### src/rtl/pdm_pcm_converter_pkg.sv
// Shared definitions for the PCM<->PDM converter pair: defaults, modulator states
// and the signed-to-offset-binary helper used by both directions.
package pdm_pcm_converter_pkg;

    localparam int DEFAULT_DATA_WIDTH          = 16;
    localparam int DEFAULT_INTERPOLATION_RATIO = 16;
    localparam int DEFAULT_FIFO_DEPTH          = 16;

    typedef enum logic [0:0] {
        IDLE   = 1'b0,
        ACTIVE = 1'b1
    } mod_state_e;

    // Flip the sign bit of a width-bit two's complement value held in the low bits.
    function automatic logic [31:0] to_offset_binary(input logic [31:0] sample,
                                                     input int unsigned width);
        logic [31:0] mask;
        mask = 32'd1 << (width - 32'd1);
        return sample ^ mask;
    endfunction

endpackage

### src/rtl/pcm_pdm_sample_fifo.sv
// First-word-fall-through sample FIFO with occupancy output; the head entry is
// visible on data_o whenever empty_o is low.
module pcm_pdm_sample_fifo #(
    parameter int DEPTH = 16,
    parameter int WIDTH = 16
) (
    input  logic                     clock_i,
    input  logic                     reset_n_i,
    input  logic                     push_i,
    input  logic [WIDTH-1:0]         data_i,
    input  logic                     pop_i,
    output logic [WIDTH-1:0]         data_o,
    output logic                     empty_o,
    output logic                     full_o,
    output logic [$clog2(DEPTH):0]   level_o
);

    localparam int AW = $clog2(DEPTH);
    localparam int LW = AW + 1;

    logic [WIDTH-1:0] mem_q [DEPTH];
    logic [AW-1:0]    wr_ptr_q, wr_ptr_d;
    logic [AW-1:0]    rd_ptr_q, rd_ptr_d;
    logic [LW-1:0]    level_q, level_d;
    logic             push_ok_s;
    logic             pop_ok_s;

    assign empty_o   = (level_q == LW'(0));
    assign full_o    = (level_q == LW'(DEPTH));
    assign push_ok_s = push_i && !full_o;
    assign pop_ok_s  = pop_i && !empty_o;
    assign data_o    = mem_q[rd_ptr_q];
    assign level_o   = level_q;

    // Pointer and occupancy next-state; pointers wrap naturally at the power-of-two depth.
    always_comb begin
        wr_ptr_d = wr_ptr_q;
        rd_ptr_d = rd_ptr_q;
        level_d  = level_q;
        if (push_ok_s) begin
            wr_ptr_d = wr_ptr_q + AW'(1);
        end else begin
            wr_ptr_d = wr_ptr_q;
        end
        if (pop_ok_s) begin
            rd_ptr_d = rd_ptr_q + AW'(1);
        end else begin
            rd_ptr_d = rd_ptr_q;
        end
        case ({push_ok_s, pop_ok_s})
            2'b10:   level_d = level_q + LW'(1);
            2'b01:   level_d = level_q - LW'(1);
            default: level_d = level_q;
        endcase
    end

    // Pointer and occupancy registers.
    always_ff @(posedge clock_i or negedge reset_n_i) begin
        if (!reset_n_i) begin
            wr_ptr_q <= '0;
            rd_ptr_q <= '0;
            level_q  <= '0;
        end else begin
            wr_ptr_q <= wr_ptr_d;
            rd_ptr_q <= rd_ptr_d;
            level_q  <= level_d;
        end
    end

    // Sample storage, cleared on reset so no stale data survives a reset.
    always_ff @(posedge clock_i or negedge reset_n_i) begin
        if (!reset_n_i) begin
            for (int i = 0; i < DEPTH; i++) begin
                mem_q[i] <= '0;
            end
        end else if (push_ok_s) begin
            mem_q[wr_ptr_q] <= data_i;
        end
    end

endmodule

### src/rtl/pcm_pdm_modulator.sv
// PCM-to-PDM modulator: buffers signed samples, holds each for RATIO output bits
// and produces them with a first-order delta-sigma loop over a valid/ready port.
module pcm_pdm_modulator
    import pdm_pcm_converter_pkg::*;
#(
    parameter int PDM_PCM_CONVERTER_DATA_WIDTH          = DEFAULT_DATA_WIDTH,
    parameter int PDM_PCM_CONVERTER_INTERPOLATION_RATIO = DEFAULT_INTERPOLATION_RATIO,
    parameter int PDM_PCM_CONVERTER_FIFO_DEPTH          = DEFAULT_FIFO_DEPTH
) (
    input  logic                                          clock_i,
    input  logic                                          reset_n_i,
    input  logic [PDM_PCM_CONVERTER_DATA_WIDTH-1:0]       pcm_data_i,
    input  logic                                          pcm_valid_i,
    output logic                                          pcm_ready_o,
    output logic                                          pdm_data_o,
    output logic                                          pdm_valid_o,
    input  logic                                          pdm_ready_i,
    input  logic                                          enable_i,
    output logic                                          busy_o,
    output logic                                          underflow_o,
    output logic [$clog2(PDM_PCM_CONVERTER_FIFO_DEPTH):0] fifo_level_o
);

    localparam int DW    = PDM_PCM_CONVERTER_DATA_WIDTH;
    localparam int RATIO = PDM_PCM_CONVERTER_INTERPOLATION_RATIO;
    localparam int DEPTH = PDM_PCM_CONVERTER_FIFO_DEPTH;
    localparam int CW    = $clog2(RATIO);

    localparam logic [CW-1:0] LAST_BIT = CW'(RATIO - 1);
    // Offset-binary midscale, i.e. PCM 0, used when a frame starts with nothing queued.
    localparam logic [DW-1:0] MIDSCALE = {1'b1, {(DW-1){1'b0}}};

    mod_state_e    state_q, state_d;
    logic [DW-1:0] acc_q, acc_d;
    logic [CW-1:0] cnt_q, cnt_d;
    logic [DW-1:0] cur_u_q, cur_u_d;
    logic          pdm_bit_q, pdm_bit_d;
    logic          pdm_valid_q, pdm_valid_d;
    logic          underflow_q, underflow_d;

    logic [DW-1:0] fifo_data_s;
    logic [DW-1:0] fifo_u_s;
    logic          fifo_empty_s;
    logic          fifo_full_s;
    logic          push_s;
    logic          pop_s;
    logic          load_bit_s;
    logic [DW-1:0] u_sel_s;
    logic [DW:0]   sum_s;

    assign pcm_ready_o  = enable_i && !fifo_full_s;
    assign push_s       = pcm_valid_i && pcm_ready_o;
    assign fifo_u_s     = DW'(to_offset_binary(32'(fifo_data_s), DW));

    pcm_pdm_sample_fifo #(
        .DEPTH (DEPTH),
        .WIDTH (DW)
    ) u_fifo (
        .clock_i   (clock_i),
        .reset_n_i (reset_n_i),
        .push_i    (push_s),
        .data_i    (pcm_data_i),
        .pop_i     (pop_s),
        .data_o    (fifo_data_s),
        .empty_o   (fifo_empty_s),
        .full_o    (fifo_full_s),
        .level_o   (fifo_level_o)
    );

    // FSM next-state, frame sequencing and delta-sigma bit generation.
    always_comb begin
        state_d     = state_q;
        acc_d       = acc_q;
        cnt_d       = cnt_q;
        cur_u_d     = cur_u_q;
        pdm_bit_d   = pdm_bit_q;
        pdm_valid_d = pdm_valid_q;
        underflow_d = underflow_q;
        pop_s       = 1'b0;
        load_bit_s  = 1'b0;
        u_sel_s     = cur_u_q;
        sum_s       = '0;

        case (state_q)
            IDLE: begin
                if (enable_i && !fifo_empty_s) begin
                    pop_s       = 1'b1;
                    u_sel_s     = fifo_u_s;
                    cur_u_d     = fifo_u_s;
                    cnt_d       = '0;
                    pdm_valid_d = 1'b1;
                    load_bit_s  = 1'b1;
                    state_d     = ACTIVE;
                end else begin
                    underflow_d = 1'b0;
                end
            end
            ACTIVE: begin
                if (!enable_i) begin
                    state_d     = IDLE;
                    pdm_valid_d = 1'b0;
                    pdm_bit_d   = 1'b0;
                    acc_d       = '0;
                    cnt_d       = '0;
                    underflow_d = 1'b0;
                end else if (pdm_ready_i) begin
                    load_bit_s = 1'b1;
                    if (cnt_q == LAST_BIT) begin
                        cnt_d = '0;
                        if (!fifo_empty_s) begin
                            pop_s   = 1'b1;
                            u_sel_s = fifo_u_s;
                            cur_u_d = fifo_u_s;
                        end else begin
                            u_sel_s     = MIDSCALE;
                            cur_u_d     = MIDSCALE;
                            underflow_d = 1'b1;
                        end
                    end else begin
                        cnt_d = cnt_q + CW'(1);
                    end
                end else begin
                    load_bit_s = 1'b0;
                end
            end
            default: begin
                state_d     = IDLE;
                pdm_valid_d = 1'b0;
                pdm_bit_d   = 1'b0;
                acc_d       = '0;
                cnt_d       = '0;
                underflow_d = 1'b0;
            end
        endcase

        // The carry out of the accumulator is the output bit; the remainder feeds back.
        sum_s = {1'b0, acc_q} + {1'b0, u_sel_s};
        if (load_bit_s) begin
            pdm_bit_d = sum_s[DW];
            acc_d     = sum_s[DW-1:0];
        end else begin
            sum_s = sum_s;
        end
    end

    // State, accumulator, counter and output registers.
    always_ff @(posedge clock_i or negedge reset_n_i) begin
        if (!reset_n_i) begin
            state_q     <= IDLE;
            acc_q       <= '0;
            cnt_q       <= '0;
            cur_u_q     <= '0;
            pdm_bit_q   <= 1'b0;
            pdm_valid_q <= 1'b0;
            underflow_q <= 1'b0;
        end else begin
            state_q     <= state_d;
            acc_q       <= acc_d;
            cnt_q       <= cnt_d;
            cur_u_q     <= cur_u_d;
            pdm_bit_q   <= pdm_bit_d;
            pdm_valid_q <= pdm_valid_d;
            underflow_q <= underflow_d;
        end
    end

    assign pdm_data_o  = pdm_bit_q;
    assign pdm_valid_o = pdm_valid_q;
    assign underflow_o = underflow_q;
    assign busy_o      = (state_q == ACTIVE);

endmodule
### config.mk
export PLATFORM = sky130hd
export DESIGN_NAME = pcm_pdm_modulator
export DESIGN_NICKNAME = d
export VERILOG_FILES = /design/src/rtl/pdm_pcm_converter_pkg.sv /design/src/rtl/pcm_pdm_sample_fifo.sv /design/src/rtl/pcm_pdm_modulator.sv
export SDC_FILE = /design/constraint.sdc
export NUM_CORES = 1
export LEC_CHECK = 0
export ABC_AREA = 1
export CAP_MARGIN = 30
export CORE_MARGIN = 3
export CORE_UTILIZATION = 60
export DETAILED_ROUTE_END_ITERATION = 6
export PLACE_DENSITY = 0.77
export SLEW_MARGIN = 30
export SYNTH_ARGS = -nofsm -noshare
export SYNTH_HDL_FRONTEND = slang
export SYNTH_SLANG_ARGS = --single-unit
### constraint.sdc
create_clock -name clock_i -period 6.3 [get_ports clock_i]
set_input_delay 0.63 -clock clock_i [delete_from_list [all_inputs] [get_ports clock_i]]
set_output_delay 0.63 -clock clock_i [all_outputs]
set_load 0.02 [all_outputs]
**Yosys cells after proc, flatten, opt, wreduce, memory -nomap -nowiden**

Cells that the tools add are included.
Widths: inputs -> output; s select.

- Logic and storage cells: 108
- Register bits after elaboration: 309
- Input bits: 21
- Output and inout port bits: 10

- Eq/ne operators: 11
- Bitwise logic cells: 4
- Reduce and logical (&&, ||, !) cells: 15
- Order comparisons: 3
- Muxes and demuxes: 43
- $add $sub $neg: 6

Operators with widths:

| kind | number |
|---|---|
| $bwmux 256 | 1 |
| $mux 16 | 11 |
| $bmux 16 s4 | 1 |
| $demux 16 s4 | 1 |
| $pmux 16 s2 | 1 |
| $add 16x16->17 | 1 |
| $mux 1 | 17 |
| $mux 4 | 4 |
| $add 4x1->4 const B | 3 |
| $ge 5x5->1 const B | 2 |
| $not 4->5 | 2 |
| $pmux 1 s2 | 5 |
| $pmux 5 s2 | 1 |
| $pmux 4 s2 | 1 |
| $logic_and 1x1->1 | 6 |
| $ne 2x2->1 const B | 3 |
| $ne 3x2->1 const B | 2 |
| $reduce_and 2->1 | 3 |
| $add 5x1->5 const B | 1 |
| $eq 5x5->1 const B | 1 |
| $logic_not 5->1 | 1 |
| $lt 5x1->1 const B | 1 |
| $sub 5x1->5 const B | 1 |
| $eq 4x4->1 const B | 1 |
| 8 further kinds | 11 |

**Logic depth before layout (Yosys ltp)**

- Word-level depth: 12
- Depth in mapped cells: 21

**Cells and area by module**

A second synthesis with hierarchy kept.

- Cells, all modules: 2413
- Area total of the unflattened synthesis: 17605.6 um^2

By module, submodules not included:

| module | cells an instance | times used | seq. area each (um^2) | area an instance (um^2) |
|---|---|---|---|---|
| pcm_pdm_sample_fifo | 2027 | 1 | 6731.5 | 14880.5 |
| pcm_pdm_modulator | 386 | 1 | 1001.0 | 2725.1 |

**Worst setup path before layout**

Ideal clock, no wire load.

- Path type: register to register
- From: register u_fifo.level_q[0], in the netlist u_fifo.level_o[0]
- To: register acc_q[14]
- Arrival time: 2.894 ns
- Clock period less this slack: 3.011 ns
- Setup time: 0.117 ns
- Cell stages (with the launch flop): 19
- Slack: 3.289 ns
- Buffers on the path: 1
- Path through: dfrtp_1 inv_2 nand4_1 nand2_2 a21oi_1 buf_2 nand3_1 nand2_1 ha_1 inv_1 fa_1 o21ai_0 nand2_1 nand2_1 nand2_1 nand2_1 nand2_1 nand3_1 nand2_1

- Cells in the longest elaborated chain, start to end: 8
- Elaborated cells on any way between the ends: 16
- Classes of those cells: add/sub: 1; eq/ne: 1; mux: 9; reduce/logical: 5

Ends and longest elaborated chain:

| element | line | text |
|---|---|---|
| start: declaration | pcm_pdm_sample_fifo.sv:24 | `logic [LW-1:0] level_q, level_d;` |
| start signal: assignment | pcm_pdm_sample_fifo.sv:66 | `level_q <= level_d;` |
| $logic_not 5->1 * | pcm_pdm_sample_fifo.sv:28 | `assign empty_o = (level_q == LW'(0));` |
| $mux 16 (4 in a row) | -- |  |
| $pmux 16 s2 * | pcm_pdm_modulator.sv:84 | `case (state_q)` |
| named net cur_u_d[0] | pcm_pdm_modulator.sv:36 | `logic [DW-1:0] cur_u_q, cur_u_d;` |
| $add 16x16->17 * | pcm_pdm_modulator.sv:137 | `sum_s = {1'b0, acc_q} + {1'b0, u_sel_s};` |
| $mux 16 * | pcm_pdm_modulator.sv:138 | `if (load_bit_s) begin` |
| end signal: assignment | pcm_pdm_modulator.sv:150 | `acc_q <= '0;` |
| end signal: assignment | pcm_pdm_modulator.sv:158 | `acc_q <= acc_d;` |
| end: declaration | pcm_pdm_modulator.sv:34 | `logic [DW-1:0] acc_q, acc_d;` |

Mark *: on every way through the listed nets, which the timed path passes. The rest lies on a longest branch.
A chain may end at the register's enable or synchronous reset.

**Worst setup path in the final report**

- From: register u_fifo.rd_ptr_q[0]
- To: register acc_q[14]

- Cells in the longest elaborated chain, start to end: 11
- Elaborated cells on any way between the ends: 12
- Classes of those cells: add/sub: 1; mux: 10; bitwise: 1

Ends and longest elaborated chain:

| element | line | text |
|---|---|---|
| start: declaration | pcm_pdm_sample_fifo.sv:23 | `logic [AW-1:0] rd_ptr_q, rd_ptr_d;` |
| start signal: assignment | pcm_pdm_sample_fifo.sv:65 | `rd_ptr_q <= rd_ptr_d;` |
| $not 4->5 (implied by the code) * | pcm_pdm_sample_fifo.sv:32 | `assign data_o = mem_q[rd_ptr_q];` |
| $bmux 16 s4 * | pcm_pdm_sample_fifo.sv:32 |  |
| $mux 16 (implied by the code) * (2 in a row) | pcm_pdm_sample_fifo.sv:32 |  |
| $mux 16 (4 in a row) | -- |  |
| $pmux 16 s2 * | pcm_pdm_modulator.sv:84 |  |
| named net cur_u_d[0] | pcm_pdm_modulator.sv:36 |  |
| $add 16x16->17 * | pcm_pdm_modulator.sv:137 |  |
| $mux 16 * | pcm_pdm_modulator.sv:138 |  |

Mark *: on every way through the listed nets, which the timed path passes. The rest lies on a longest branch. The select of a mux whose other input is x is not followed.

==> impl_metrics.yaml <==
clock_network:
  cts_max_level: 2
  clock_latency_ps: 510
  cts.clk_slew.worst_paths_ps: 60
  cts-resized-gates: 0
  cts_hold_buffers: 0
  cts_root_buf: "clkbuf_16"
  cts_buffers: 35
  clock_sinks: 309
  cts_tree: "built"
  post-cts-setup-buffers: 0
  cts_buffer_depth: 3
route:
  drt_iter0_drc: 1311
  routed_wl_um: 40600
  ant_nets: 0
  dr.pass1.iters: 5
  vias: 13500
  routedWlPerCell_um: 17.1
  viasPerCell: 5.69
  drc: 0
worst_setup_path:
  slowest_delay_ps: 790
  crit_fanout: 70
  end_kind: "flip-flop"
  worstPathRequired_ps: 6690
  critPathTopFamily: "compound AO/OA/AOI/OAI gates"
  path_cells: "buf_4 -> o21ai_0 -> a21oi_1 -> o21ai_0 -> nand2_1 -> nand3_1 -> nand2_1 -> ha_1 -> inv_1 -> fa_1 -> o21ai_0 -> nand2_1 -> nand2_1 -> nand2_1 -> nand2_1 -> nand2_1 -> nand3_1 -> nand2_1"
  slowest_stage: "dfrtp_4"
  crit_type: "flip-flop to flip-flop"
  cp_num_buf_inv: 2
  crit_top_cell: "nand2_1"
  cp-start-kind: "flip-flop"
  cp_data_arrival_time_ps: 4420
logic_synthesis:
  ys_ff_latch: 309
  ys_warn_count: 0
  synth_compound_gate_area_share_pct: 14.9
  syn_inst: 2074
  synth_fa_ha_area_share_pct: 2.62
  synthXorXnorAreaFrac_pct: 0.719
  yosys.area_share.simple_pct: 22.9
  synth_top_family_by_area: "simple AND/OR/NAND/NOR gates"
  syn_nets: 2127
  syn_area_mm2: 0.0158
  synth_mux_area_share_pct: 0
  ys_seq_area_share_pct: 48.8
  syn_area_per_cell_um2: 7.63
  yosysUniqueCellTypes: 36
timing:
  fmax_mhz: 248
  hold_viol: 0
  skew_ps: 15.7
  setup_tns_ps: 0
  max-slew-margin-rel_pct: 44.7
  slew_viol_final: 0
  worst_pin_slew_ps: 828
  rsz0062_at_grt: "false"
  finalCritPeriodShare_pct: 63.9
  fin_crit_ps: 4020
  finalSetupViolCount: 0
placement:
  place_hpwl_um: 25300
  port_buffers: 30
  gp_congestion: 0.902
  dpl_cell_area_mm2: 0.0161
global_routing:
  grt_pass1_wl_um: 67600
  grt_max_degree: 151
  antenna_found_initial: 0
  grt_usage_pct: 29.1
  grt_pass1_vias: 13100
  grt_overflow: 0
cells_and_area:
  layout-area-overhead-vs-synth_pct: 8.60
  mostFrequentLayoutCell: "nand2_1"
  diodes: 0
  final_cell_mix: "nand2_1 (640), dfrtp_1 (307), o21ai_0 (252)"
  drive_above_1_share_pct: 4.75
  finalNetCount: 2073
  fin_area_mm2: 0.0172
pwr:
  peakVddDrop_mv: 0.291
  powerDensity_mw_per_mm2: 524
  p_total_mw: 9.00
  p_leak_nw: 8.46
floorplanning:
  core-area_mm2: 0.0255
  die_x_um: 168
  num_rows: 58
  die_y_um: 168
  dieArea_mm2: 0.0284
  start_util_pct: 62.0
  io_pins: 31
flow_run:
  maxCapViolations: 0
status:
  status: "finished, final reports clean"
min_path:
  holdCritPathClass: "input pin to async pin"
==> kinds of logic (layout without fill, tap and decap cells) <==
group	Yosys count	count (layout)
adder cells (fa/ha/maj)	32	32
XOR/XNOR	13	13
AO/OA/AOI/OAI	460	460
buffers and inverters	387	357
flip-flops	309	309
AND/OR/NAND/NOR	873	873
==> worst reg2reg max path, stage by stage (launching register included) <==
cell     delay [ps]
dfrtp_4         790
buf_4           660
o21ai_0         220
a21oi_1         150
o21ai_0         140
nand2_1         140
nand3_1         100
nand2_1          80
ha_1            180
inv_1            60
fa_1            400
o21ai_0         440
nand2_1          90
nand2_1         140
nand2_1          90
nand2_1          70
nand2_1          40
nand3_1          60
nand2_1          50
==> cells in the mapped netlist <==
master	number	area [µm²]
o21bai_1	1	7.51
o22a_1	1	8.76
nor2_1	36	135
buf_1	10	37.5
o21ai_1	100	500
ha_1	30	375
buf_4	15	113
clkinv_1	2	7.51
a21o_1	1	7.51
o21ai_2	1	8.76
nand2_2	1	6.26
nor2_8	2	40.0
fa_1	2	40.0
buf_12	1	20.0
nand2_1	640	2400
clkbuf_1	59	221
xnor2_1	4	35.0
a31oi_1	1	6.26
o22ai_1	1	6.26
a21oi_2	1	8.76
dfrtp_1	309	7730
nor3_1	2	10.0
a21oi_1	87	435
inv_2	5	18.8
nand3_1	170	851
xor2_1	9	78.8
nand4_1	6	37.5
nand3b_1	3	22.5
o21ai_0	252	1260
o211ai_1	14	105
or2_2	1	6.26
inv_1	244	916
nand2_4	1	11.3
nor2_4	7	78.8
nor2_2	4	25.0
buf_2	51	255
==> metrics by stage <==
stage / hold WS [ps] / util, % / setup WS [ps] / cells
detailed placement: 465 / 62.9 / 2350 / 2313
floorplan: 334 / - / 3290 / 2074
CTS: 153 / 67.3 / 2320 / 2374
finish: 122 / 67.3 / 2280 / 2374
global placement: 458 / 62.8 / 2450 / 2313
global route: 197 / 67.3 / 1820 / 2374
==> area by class of cell <==
cell class                 instances  area, µm²
clock buffer                      56       1060
clock inverter                     5       53.8
fill                            2157       8350
inverter                         251        942
multi-input combinational       1378       6550
sequential                       309       7740
tap                              330        413
timing repair buffer              45        434
==> layer usage <==
metal	up-vias	GRT usage, %	part of all wire [%]
met5	-	0	0
met4	0	8.96	2.9
met3	82	3.47	6.8
met2	488	47.9	47
met1	6438	40.9	43
li1	6491	-	-
==> sequential cells by signal (all words and copies together) (netlist names), 4 cells and up <==
signal,count
cnt_q,4
u_fifo.wr_ptr_q,4
cur_u_q,16
u_fifo.level_o,5
u_fifo.rd_ptr_q,4
u_fifo.mem_q,256
acc_q,16
==> final timing paths <==
path / from / endpoint / slack (ps) / depth (start not counted)
worst max-delay path: u_fifo.rd_ptr_q[0] / acc_q[14] / 2280 / 18
worst min-delay path: reset_n_i / u_fifo.mem_q[172] / 120 / 1
worst max register to register: u_fifo.rd_ptr_q[0] / acc_q[14] / 2280 / 18
worst min register to register: u_fifo.mem_q[58] / u_fifo.mem_q[58] / 480 / 2
max in group asynchronous: reset_n_i / u_fifo.mem_q[48] / 4900 / 2
min in group clock_i: u_fifo.mem_q[58] / u_fifo.mem_q[58] / 480 / 2
==> power breakdown <==
| part | internal [mW] | total, mW | switching [mW] |
|---|---|---|---|
| combinational | 1.24 | 3.72 | 2.47 |
| clock | 1.19 | 1.99 | 0.799 |
| sequential | 2.88 | 3.29 | 0.416 |
(Power assumes the default switching activity.)
